File: src/rtl/spi_input_receiver.sv
// SPI mode-0 slave receive front end: synchronise SCK/SS/MOSI, deserialise LSB-first.
// Optional SCK glitch filter: define SPI_RX_GLITCH_FILTER_EN.
module spi_input_receiver #(
    parameter int SYNC_STAGES = 2,
    parameter int BYTE_CNT_W  = 10
) (
    input  logic                  clk,
    input  logic                  n_rst,
    input  logic                  SCK,
    input  logic                  SS,
    input  logic                  MOSI,
    output logic                  shift_SPI,
    output logic [7:0]            SPI_in,
    output logic [BYTE_CNT_W-1:0] byte_count,
    output logic                  frame_active,
    output logic                  frame_done,
    output logic                  frame_error
);

    typedef enum logic {
        IDLE   = 1'b0,
        ACTIVE = 1'b1
    } state_t;

    logic [SYNC_STAGES-1:0] sck_sync_q, sck_sync_d;
    logic [SYNC_STAGES-1:0] ss_sync_q, ss_sync_d;
    logic [SYNC_STAGES-1:0] mosi_sync_q, mosi_sync_d;
    logic [SYNC_STAGES-1:0] fill_q, fill_d;

    logic sck_s, ss_s, mosi_s, ss_valid;
    logic sck_e, mosi_e;
    logic sck_prev_q, sck_prev_d;
    logic sck_rise;

    state_t                state_q, state_d;
    logic                  armed_q, armed_d;
    logic [2:0]            bit_cnt_q, bit_cnt_d;
    logic [7:0]            sr_q, sr_d;
    logic [7:0]            spi_in_q, spi_in_d;
    logic [BYTE_CNT_W-1:0] byte_count_q, byte_count_d;
    logic                  shift_q, shift_d;
    logic                  done_q, done_d;
    logic                  err_q, err_d;

    always_comb begin
        sck_sync_d  = {sck_sync_q[SYNC_STAGES-2:0], SCK};
        ss_sync_d   = {ss_sync_q[SYNC_STAGES-2:0], SS};
        mosi_sync_d = {mosi_sync_q[SYNC_STAGES-2:0], MOSI};
        fill_d      = {fill_q[SYNC_STAGES-2:0], 1'b1};
    end

    assign sck_s  = sck_sync_q[SYNC_STAGES-1];
    assign ss_s   = ss_sync_q[SYNC_STAGES-1];
    assign mosi_s = mosi_sync_q[SYNC_STAGES-1];
    // ss_s only counts once real pin samples have replaced the reset idle value
    assign ss_valid = fill_q[SYNC_STAGES-1];

`ifdef SPI_RX_GLITCH_FILTER_EN
    logic sck_flt_q, sck_flt_d;
    logic mosi_dly_q, mosi_dly_d;

    always_comb begin
        sck_flt_d  = sck_flt_q;
        mosi_dly_d = mosi_s;
        if (sck_sync_q[SYNC_STAGES-1] == sck_sync_q[SYNC_STAGES-2]) begin
            sck_flt_d = sck_sync_q[SYNC_STAGES-1];
        end
    end

    always_ff @(posedge clk or negedge n_rst) begin
        if (!n_rst) begin
            sck_flt_q  <= 1'b0;
            mosi_dly_q <= 1'b0;
        end else begin
            sck_flt_q  <= sck_flt_d;
            mosi_dly_q <= mosi_dly_d;
        end
    end

    assign sck_e  = sck_flt_q;
    assign mosi_e = mosi_dly_q;
`else
    assign sck_e  = sck_s;
    assign mosi_e = mosi_s;
`endif

    assign sck_prev_d = sck_e;
    assign sck_rise   = sck_e & ~sck_prev_q;

    always_comb begin
        state_d      = state_q;
        armed_d      = armed_q | (ss_s & ss_valid);
        bit_cnt_d    = bit_cnt_q;
        sr_d         = sr_q;
        spi_in_d     = spi_in_q;
        byte_count_d = byte_count_q;
        shift_d      = 1'b0;
        done_d       = 1'b0;
        err_d        = 1'b0;
        unique case (state_q)
            IDLE: begin
                if (!ss_s && armed_q) begin
                    state_d      = ACTIVE;
                    bit_cnt_d    = 3'd0;
                    sr_d         = 8'h00;
                    byte_count_d = '0;
                end
            end
            ACTIVE: begin
                // SS deassertion wins over a coincident SCK edge
                if (ss_s) begin
                    state_d   = IDLE;
                    done_d    = 1'b1;
                    err_d     = (bit_cnt_q != 3'd0);
                    bit_cnt_d = 3'd0;
                end else if (sck_rise) begin
                    sr_d      = {mosi_e, sr_q[7:1]};
                    bit_cnt_d = bit_cnt_q + 3'd1;
                    if (bit_cnt_q == 3'd7) begin
                        spi_in_d = {mosi_e, sr_q[7:1]};
                        shift_d  = 1'b1;
                        if (byte_count_q != '1) begin
                            byte_count_d = byte_count_q + BYTE_CNT_W'(1);
                        end
                    end
                end
            end
            default: state_d = IDLE;
        endcase
    end

    always_ff @(posedge clk or negedge n_rst) begin
        if (!n_rst) begin
            sck_sync_q   <= '0;
            ss_sync_q    <= '1;
            mosi_sync_q  <= '0;
            fill_q       <= '0;
            sck_prev_q   <= 1'b0;
            state_q      <= IDLE;
            armed_q      <= 1'b0;
            bit_cnt_q    <= 3'd0;
            sr_q         <= 8'h00;
            spi_in_q     <= 8'h00;
            byte_count_q <= '0;
            shift_q      <= 1'b0;
            done_q       <= 1'b0;
            err_q        <= 1'b0;
        end else begin
            sck_sync_q   <= sck_sync_d;
            ss_sync_q    <= ss_sync_d;
            mosi_sync_q  <= mosi_sync_d;
            fill_q       <= fill_d;
            sck_prev_q   <= sck_prev_d;
            state_q      <= state_d;
            armed_q      <= armed_d;
            bit_cnt_q    <= bit_cnt_d;
            sr_q         <= sr_d;
            spi_in_q     <= spi_in_d;
            byte_count_q <= byte_count_d;
            shift_q      <= shift_d;
            done_q       <= done_d;
            err_q        <= err_d;
        end
    end

    assign shift_SPI    = shift_q;
    assign SPI_in       = spi_in_q;
    assign byte_count   = byte_count_q;
    assign frame_active = (state_q == ACTIVE);
    assign frame_done   = done_q;
    assign frame_error  = err_q;

endmodule

File: config.mk
export PLATFORM = sky130hd
export DESIGN_NAME = spi_input_receiver
export DESIGN_NICKNAME = d
export VERILOG_FILES = /design/src/rtl/spi_input_receiver.sv
export SDC_FILE = /design/constraint.sdc
export NUM_CORES = 1
export LEC_CHECK = 0
export CORE_AREA = 8 8 68 70
export CTS_CLUSTER_DIAMETER = 30
export DETAILED_ROUTE_END_ITERATION = 8
export DIE_AREA = 0 0 76 78
export GPL_TIMING_DRIVEN = 0
export PLACE_DENSITY_LB_ADDON = 0.15
export SETUP_SLACK_MARGIN = 0.3
export SLEW_MARGIN = 20
export SYNTH_ARGS = -nofsm -noshare
export SYNTH_HDL_FRONTEND = slang
export SYNTH_SLANG_ARGS = --single-unit
File: constraint.sdc
create_clock -name clk -period 2.2 [get_ports clk]
set_clock_uncertainty 0.15 [all_clocks]
set_input_delay 0.44 -clock clk [delete_from_list [all_inputs] [get_ports clk]]
set_output_delay 0.44 -clock clk [all_outputs]
set_load 0.05 [all_outputs]
Word-level counts from Yosys, hierarchy flattened:

Index checks and enable logic that the tools add are counted.

* bitwise logic cells: 6
* add/sub/neg operators: 2
* multiplexer cells: 25
* eq/ne operators: 8
* reduce and logical (&&, ||, !) cells: 7

Operator list (number)
* two-way mux 10 bit: 5
* two-way mux 8 bit: 3
* one-hot mux 10 bit (2 select lines): 1
* one-hot mux 8 bit (2 select lines): 1
* adder 10 x 1 -> 10 bit (second input constant): 1
* two-way mux 1 bit: 10
* inequality test 10 bit (second input constant): 1
* two-way mux 3 bit: 3
* inequality test 2 bit (second input constant): 3
* one-hot mux 3 bit (2 select lines): 1
* AND reduction 5 bit: 1
* inequality test 2 x 1 -> 1 bit (second input constant): 2
* AND reduction 4 bit: 1
* adder 3 x 1 -> 3 bit (second input constant): 1
* == test 3 bit (second input constant): 1
* inequality test 3 bit (second input constant): 1
* inverter 1 bit: 3
* AND reduction 3 bit: 1
* nonzero test 3 bit: 1
* bitwise AND 1 bit: 2
* one-hot mux 1 bit (2 select lines): 1
* AND reduction 2 bit: 1
* logical AND 1 bit: 1
* logical NOT 1 bit: 1
* bitwise OR 1 bit: 1

* bits in registers: 43
* output and inout port bits: 22

Longest topological paths before layout:

Gate-level depths: netlist of run 1.

* word-level depth: 6
* gate-level depth with buffers: 6

Worst setup path before layout of run 1:

OpenSTA, ideal clock, no wires.

* kind: reg2reg
* start point: register state_q (netlist: frame_active)
* end point: register byte_count_q[2] (netlist: byte_count[2])
* library setup time: 0.087 ns
* slack: 0.201 ns
* cell stages (with the launch flop): 6
* buffers on the path: 1
* data arrival time: 1.762 ns
* clock period less this slack: 1.999 ns
* cell sequence: dfrtp_1 -> buf_4 -> nand4b_4 -> a21o_1 -> or4_1 -> o211ai_1

* longest elaborated chain between the ends: 3
* elaborated cells between the ends (all ways): 8
* classes of those cells: eq/ne (5); mux (1); bitwise (1); reduce/logical (1)

RTL lines
* start: declaration: line 35 `state_t state_q, state_d;`
* start signal: assignment: line 154 `state_q <= state_d;`
* inverter 1 bit
* inequality test 2 bit (no line)
* AND reduction 5 bit (no line)
* end signal: assignment: line 159 `byte_count_q <= byte_count_d;`
* end: declaration: line 40 `logic [BYTE_CNT_W-1:0] byte_count_q, byte_count_d;`

Several ways; a longest one is shown, not always the timed one.
A chain may end at the register's enable or synchronous reset.

Final worst setup path of run 1:

* start point: register ss_sync_q[1]
* end point: register spi_in_q[7] (netlist: SPI_in[7])

* longest elaborated chain between the ends: 2

RTL lines
* start: declaration: line 26 `logic [SYNC_STAGES-1:0] ss_sync_q, ss_sync_d;`
* start signal: assignment: line 150 `ss_sync_q <= ss_sync_d;`
* inverter 1 bit (no line)
* AND reduction 4 bit (no line)
* end signal: assignment: line 158 `spi_in_q <= spi_in_d;`
* end: declaration: line 39 `logic [7:0] spi_in_q, spi_in_d;`

No other way between the ends.

==> impl_metrics.env, run 1 <==
export IMPL_hpwl_um=2620
export IMPL_crit_chain="nand2b_1, nor2_1, nand2_1, mux2_2"
export IMPL_async_reset_ff_share_pct=100
export IMPL_drv_slew=0
export IMPL_synth_xor_area_share_pct=0.489
export IMPL_drtIter0Drc=108
export IMPL_cp_buffers_inverters=0
export IMPL_routed_wl_um=3780
export IMPL_crit_required_ps=2300
export IMPL_cp_end_kind="flop"
export IMPL_cts_buffer_depth=2
export IMPL_grt_total_usage_pct=13.4
export IMPL_utilization_pct=63.7
export IMPL_drv_cap=0
export IMPL_diodes=0
export IMPL_wire_per_inst_um=15.3
export IMPL_cts_buffers=5
export IMPL_syn_area_um2=1790
export IMPL_seq_area_frac_synth_pct=58.8
export IMPL_internal_power_mw=1.15
export IMPL_cts_tree="done"
export IMPL_synth_mux_area_share_pct=6.15
export IMPL_hp_class="reg2reg"
export IMPL_seq_power_share_pct=53.4
export IMPL_synth_seq_cells=42
export IMPL_synth_main_ff_cell="dfrtp_1"
export IMPL_slowest_stage="dfstp_2"
export IMPL_die_width_um=76
export IMPL_grt_pass1_wl_um=6600
export IMPL_dieArea_um2=5930
export IMPL_cts_sinks=42
export IMPL_synthAdderAreaFrac_pct=2.79
export IMPL_syn_nets=168
export IMPL_antenna_found_initial=0
export IMPL_hold_violations=0
export IMPL_cts_root_buf="clkbuf_4"
export IMPL_rsz0062_at_grt="true"
export IMPL_routed_via_count=1341
export IMPL_tns_ps=0
export IMPL_numPortBuffers=26
export IMPL_h_tree_depth=2
export IMPL_grt_overflow=0
export IMPL_worst_slew_pin_slew_ps=517
export IMPL_powerDensity_nw_per_um2=716
export IMPL_path_max_fanout=9
export IMPL_layout_drive_gt1_share_pct=24.1
export IMPL_core_area_um2=3550
export IMPL_finalSetupViolCount=0
export IMPL_viasPerCell=5.43
export IMPL_crit_type="reg2reg"
export IMPL_max_freq_mhz=530
export IMPL_p_leak_nw=1.06
export IMPL_post_route_period_util_pct=85.7
export IMPL_nets=207
export IMPL_synth_edf_count=0
export IMPL_drt_first_pass_iters=4
export IMPL_crit_family="flip-flops"
export IMPL_placementRows=22
export IMPL_fin_cells=247
export IMPL_syn_inst=159
export IMPL_slew_headroom_pct=65.5
export IMPL_area_growth_pct=26.3
export IMPL_first_global_vias=1357
export IMPL_max_stage_delay_ps=650
export IMPL_period_minus_slack_ps=1890
export IMPL_dp_cells=234
export IMPL_synth_compound_area_share_pct=12.6
export IMPL_grt_max_degree=28
export IMPL_synth_simple_gate_area_share_pct=16.3
export IMPL_clk_pin_slew_ps=120
export IMPL_p_sw_mw=0.475
export IMPL_syn_area_per_cell_um2=11.3
export IMPL_drc=0
export IMPL_outcome="complete, no violations"
export IMPL_synth_cell_types=39
export IMPL_share_comb_of_total_power_pct=16.6
export IMPL_place_congestion=0.807
export IMPL_p_clk_share_pct=30.1
export IMPL_sw_frac_of_total_pct=29.3
export IMPL_peakVddDrop_mv=0.528
export IMPL_critPathArrivalTime_ps=1980
export IMPL_synth_top_family_by_area="simple AND/OR/NAND/NOR gates"
export IMPL_start_util_pct=50.5
export IMPL_ioPinCount=27
export IMPL_cp_start_kind="flop"
export IMPL_die_y_um=78
export IMPL_antenna_left=0
export IMPL_synth_yosys_warnings=0
export IMPL_clock_latency_ps=350
==> synth_stat cells (2+ instances only) <==
cell	n	share of area, %
a211o_1	2	0.98
a21o_1	2	0.84
a21oi_1	2	0.56
and2_1	2	0.70
and3_1	3	1.0
clkbuf_1	2	0.42
dfrtp_1	40	56
dfstp_2	2	2.9
ha_1	4	2.8
inv_1	6	1.3
mux2_2	8	5.0
mux2i_1	2	1.1
nand2_1	23	4.8
nand2b_1	9	3.1
nand3_1	3	0.84
nand4_1	3	1.0
nor2_1	3	0.63
o211ai_1	3	1.3
o21ai_0	18	5.0
o22ai_1	2	0.70
or4_1	2	0.84
==> what timing repair did <==
action,4_1_cts,5_1_grt
gates resized for setup,42,17
pin swaps,3,1
cloned,0,0
hold endpoints to repair,15,0
endpoints found under the setup margin,29,29
hold buffers,1,0
setup buffers,1,3
==> per-layer routing <==
layer / GRT usage, % / part of all wire, % / vias up
li1: - / - / 638
met1: 15.2 / 41 / 664
met2: 22.5 / 51 / 32
met3: 5.30 / 6.6 / 7
met4: 4.12 / 1.3 / 0
met5: 0 / 0 / -
==> placed cells by master, fill, tap and decap left out, types with 2 or more instances in the layout <==
| master | netlist | layout |
|---|---|---|
| dfrtp_1 | 40 | 37 |
| nand2_1 | 23 | 23 |
| o21ai_0 | 18 | 17 |
| dlygate4sd2_1 | 0 | 10 |
| nand2b_1 | 9 | 8 |
| mux2_2 | 8 | 8 |
| clkbuf_2 | 0 | 7 |
| inv_1 | 6 | 6 |
| buf_4 | 1 | 5 |
| clkbuf_4 | 0 | 5 |
| clkdlybuf4s15_2 | 0 | 5 |
| nor2_1 | 3 | 3 |
| nand3_1 | 3 | 3 |
| and3_1 | 3 | 3 |
| nand4_1 | 3 | 3 |
| o211ai_1 | 3 | 3 |
| dfrtp_2 | 0 | 3 |
| clkdlybuf4s50_1 | 0 | 3 |
| buf_2 | 1 | 2 |
| and2_1 | 2 | 2 |
| clkbuf_1 | 2 | 2 |
| a211o_1 | 2 | 2 |
| mux2i_1 | 2 | 2 |
| o22ai_1 | 2 | 2 |
| o311ai_1 | 1 | 2 |
| or4_1 | 2 | 2 |
| ha_1 | 4 | 2 |
| dfstp_2 | 2 | 2 |
==> state kept, by name (all words and copies together), names as in the netlist <==
signal,flops
SPI_in,8
armed_q,1
bit_cnt_q,3
byte_count,10
fill_q,2
frame_active,1
frame_done,1
frame_error,1
mosi_sync_q,2
sck_prev_q,1
sck_sync_q,2
shift_SPI,1
sr_q,7
ss_sync_q,2
==> final timing paths <==
check | to | slack (ps) | start | cells after the start
max in group asynchronous | ss_sync_q[0] | 990 | n_rst | 3
max | SPI_in[7] | 310 | ss_sync_q[1] | 4
max reg2reg | SPI_in[7] | 310 | ss_sync_q[1] | 4
min in group asynchronous | byte_count[0] | 380 | n_rst | 2
min | ss_sync_q[1] | 210 | ss_sync_q[0] | 0
min reg2reg | ss_sync_q[1] | 210 | ss_sync_q[0] | 0
==> per-stage QoR <==
step	worst slack [ps]	hold WS, ps	instance area (um2)	power [mW]
floorplan	347	-5.59	1800	1.04
global placement	-597	182	2120	1.14
detailed placement	146	187	2130	1.15
CTS	231	215	2240	1.63
global route	218	221	2260	1.69
finish	314	213	2260	1.62
==> area by class of cell <==
type	instances	area, um2
flip-flops and latches	42	1060
fillers	293	1290
inverters	6	22.5
well taps	48	60.1
clock buffers	6	41.3
repair buffers	32	279
multi-input cells	106	741
clock inverters	2	37.5
plain buffers	5	25.0
==> power by group through the flow <==
| stage | clock (mW) | sequential (mW) | combinational [mW] |
|---|---|---|---|
| floorplan | 0 | 0.961 | 0.0810 |
| global placement | 0 | 0.873 | 0.266 |
| detailed placement | 0 | 0.877 | 0.273 |
| CTS | 0.500 | 0.862 | 0.267 |
| global route | 0.526 | 0.874 | 0.294 |
| finish | 0.487 | 0.864 | 0.268 |
==> cells by family after synthesis <==
| family | after synthesis |
|---|---|
| AND/OR/NAND/NOR | 54 |
| flip-flops | 42 |
| AO/OA/AOI/OAI | 36 |
| buffers and inverters | 11 |
| multiplexers | 10 |
| adder cells (fa/ha/maj) | 4 |
| other | 1 |
| XOR/XNOR | 1 |
Note: power is estimated with default switching activity, not from simulation.
==> run 2, diff against run 1 <==
--- a/config.mk
+++ b/config.mk
@@ -6,7 +6,6 @@
 export NUM_CORES = 1
 export LEC_CHECK = 0
 export CORE_AREA = 8 8 68 70
-export CTS_CLUSTER_DIAMETER = 30
 export DETAILED_ROUTE_END_ITERATION = 8
 export DIE_AREA = 0 0 76 78
 export GPL_TIMING_DRIVEN = 0
==> results of run 2 <==
Same layout as run 1: the final DEF is identical, and so are final timing and power.
==> run 3, diff against run 2 <==
--- a/config.mk
+++ b/config.mk
@@ -5,9 +5,10 @@
 export SDC_FILE = /design/constraint.sdc
 export NUM_CORES = 1
 export LEC_CHECK = 0
-export CORE_AREA = 8 8 68 70
+export CORE_AREA = 8 8 76 78
+export CTS_CLUSTER_SIZE = 16
 export DETAILED_ROUTE_END_ITERATION = 8
-export DIE_AREA = 0 0 76 78
+export DIE_AREA = 0 0 84 86
 export GPL_TIMING_DRIVEN = 0
 export PLACE_DENSITY_LB_ADDON = 0.15
 export SETUP_SLACK_MARGIN = 0.3
==> run 3 against run 2 <==
Effect of this change:
- sequential share of layout area shrank 1.1 points
- final cell count is 4.0% higher
- global-route usage is 1.9 points lower
- largest power group unchanged
- register-to-register slack better by 30 ps
- critical path type unchanged
- non-clock buffer count rose by 4
- combinational power is essentially flat
- sequential power barely moved
- critical path depth increased by 2
- first-iteration DRC count down 27%
- worst hold slack lost 13 ps
- design area grew 2.5%
- highest routed layer unchanged
- fmax increased by 1.5%
==> impl_metrics.env, run 3 (synthesized netlist as in run 1, its figures left out) <==
export IMPL_outcome="complete, no violations"
export IMPL_critPathArrivalTime_ps=1920
export IMPL_rsz0062_at_grt="true"
export IMPL_nets=211
export IMPL_grt_overflow=0
export IMPL_dieArea_um2=7220
export IMPL_finalSetupViolCount=0
export IMPL_hpwl_um=2740
export IMPL_slew_headroom_pct=65.8
export IMPL_fin_cells=257
export IMPL_drv_slew=0
export IMPL_crit_required_ps=2270
export IMPL_powerDensity_nw_per_um2=708
export IMPL_utilization_pct=50.4
export IMPL_placementRows=25
export IMPL_dp_cells=240
export IMPL_die_y_um=86
export IMPL_antenna_left=0
export IMPL_postPlaceCellArea_um2=2150
export IMPL_cts_sinks=42
export IMPL_place_congestion=0.791
export IMPL_path_max_fanout=2
export IMPL_clk_pin_slew_ps=80
export IMPL_hp_class="reg2reg"
export IMPL_grt_pass1_wl_um=6730
export IMPL_clock_latency_ps=290
export IMPL_h_tree_depth=2
export IMPL_largest_register_ffs=10
export IMPL_p_leak_nw=1.12
export IMPL_drc=0
export IMPL_rrSetupSlack_ps=340
export IMPL_crit_chain="ha_2, ha_4, nand4b_4, a21o_4, or4_1, o211ai_1"
export IMPL_max_stage_delay_ps=490
export IMPL_postLayoutCellArea_um2=2320
export IMPL_routed_via_count=1352
export IMPL_area_growth_pct=29.5
export IMPL_cp_start_kind="flop"
export IMPL_layout_drive_gt1_share_pct=20.7
export IMPL_cts_buffers=5
export IMPL_slowest_stage="or4_1"
export IMPL_diodes=0
export IMPL_peakVddDrop_mv=0.351
export IMPL_crit_type="reg2reg"
export IMPL_grt_max_degree=23
export IMPL_hold_violations=0
export IMPL_layout_commonest_cell="dfrtp_1"
export IMPL_numPortBuffers=26
export IMPL_post_route_period_util_pct=84.4
export IMPL_most_common_layout_cells="dfrtp_1, nand2_1, o21ai_0, dlygate4sd2_1, buf_4"
export IMPL_antenna_found_initial=0
export IMPL_fillers=418
export IMPL_wire_per_inst_um=15.1
export IMPL_whs_ps=200
export IMPL_first_global_vias=1449
export IMPL_start_util_pct=39.0
export IMPL_max_freq_mhz=538
export IMPL_worst_slew_pin_slew_ps=513
export IMPL_period_minus_slack_ps=1860
export IMPL_drv_cap=0
export IMPL_reg2regPathDepth=6
export IMPL_ioPinCount=27
export IMPL_die_width_um=84
export IMPL_cts_tree="done"
export IMPL_core_area_um2=4600
export IMPL_grt_total_usage_pct=11.5
export IMPL_cts_root_buf="clkbuf_8"
export IMPL_viasPerCell=5.26
export IMPL_cp_end_kind="flop"
export IMPL_hold_depth=0
export IMPL_cts_buffer_depth=2
export IMPL_drtIter0Drc=79
export IMPL_design_power_total_mw=1.64
export IMPL_drt_first_pass_iters=4
export IMPL_routed_wl_um=3890
## run 3: changes by cell type in the layout (fill, tap and decap cells not counted), moves of 3 or more
cell / change
buf_4: +4
clkbuf_2: -5
clkbuf_4: -5
clkbuf_8: +6
clkdlybuf4s15_1: +3
clkdlybuf4s15_2: -5
dlygate4sd2_1: +7
## run 3: what timing repair did
| action | 4_1_cts | 5_1_grt |
|---|---|---|
| hold buffers | 1 | 0 |
| gates resized for setup | 29 | 10 |
| endpoints found under the hold margin | 19 | 0 |
| setup endpoints to repair | 30 | 26 |
| pin swaps | 1 | 3 |
| setup buffers | 5 | 3 |
## run 3: power breakdown
part / switching, mW / internal (mW)
sequential: 0.0461 / 0.817
combinational: 0.182 / 0.0880
clock: 0.256 / 0.253
## run 3: metrics by stage
stage | setup slack, ps | setup TNS [ps]
6_report | 343 | 0
5_1_grt | 243 | 0
4_1_cts | 310 | 0
3_5_place_dp | 166 | 0
3_3_place_gp | -664 | -21230
2_1_floorplan | 347 | 0
## run 3: area by class of cell
cell class | instances | area (um2) | share of cell area, %
plain buffers | 5 | 25.0 | 1.08
clock buffers | 7 | 86.3 | 3.72
clock inverters | 1 | 5.00 | 0.216
inverters | 6 | 22.5 | 0.971
multi-input cells | 106 | 729 | 31.4
flip-flops and latches | 42 | 1060 | 45.6
well taps | 54 | 67.6 | 2.91
repair buffers | 36 | 327 | 14.1
## run 3: routing by layer
layer	part of all wire [%]	global-route usage [%]
met2	50	18.9
met3	5.7	4.17
met1	43	12.9
met4	1.5	5.34
met5	0	0
## run 3: path summary, 6_finish.rpt
check | startpoint | to
max | bit_cnt_q[0] | byte_count[2]
min | fill_q[0] | fill_q[1]
max reg2reg | bit_cnt_q[0] | byte_count[2]
min reg2reg | fill_q[0] | fill_q[1]
max in group asynchronous | n_rst | byte_count[1]
min in group asynchronous | n_rst | byte_count[6]
## run 3: critical path: cells and delay by family (launching register included)
family,cells,cell delay (ps)
and+or+nand+nor,2,590
DFF,1,370
AOI/OAI and AO/OA,2,320
adders and majority gates,2,350
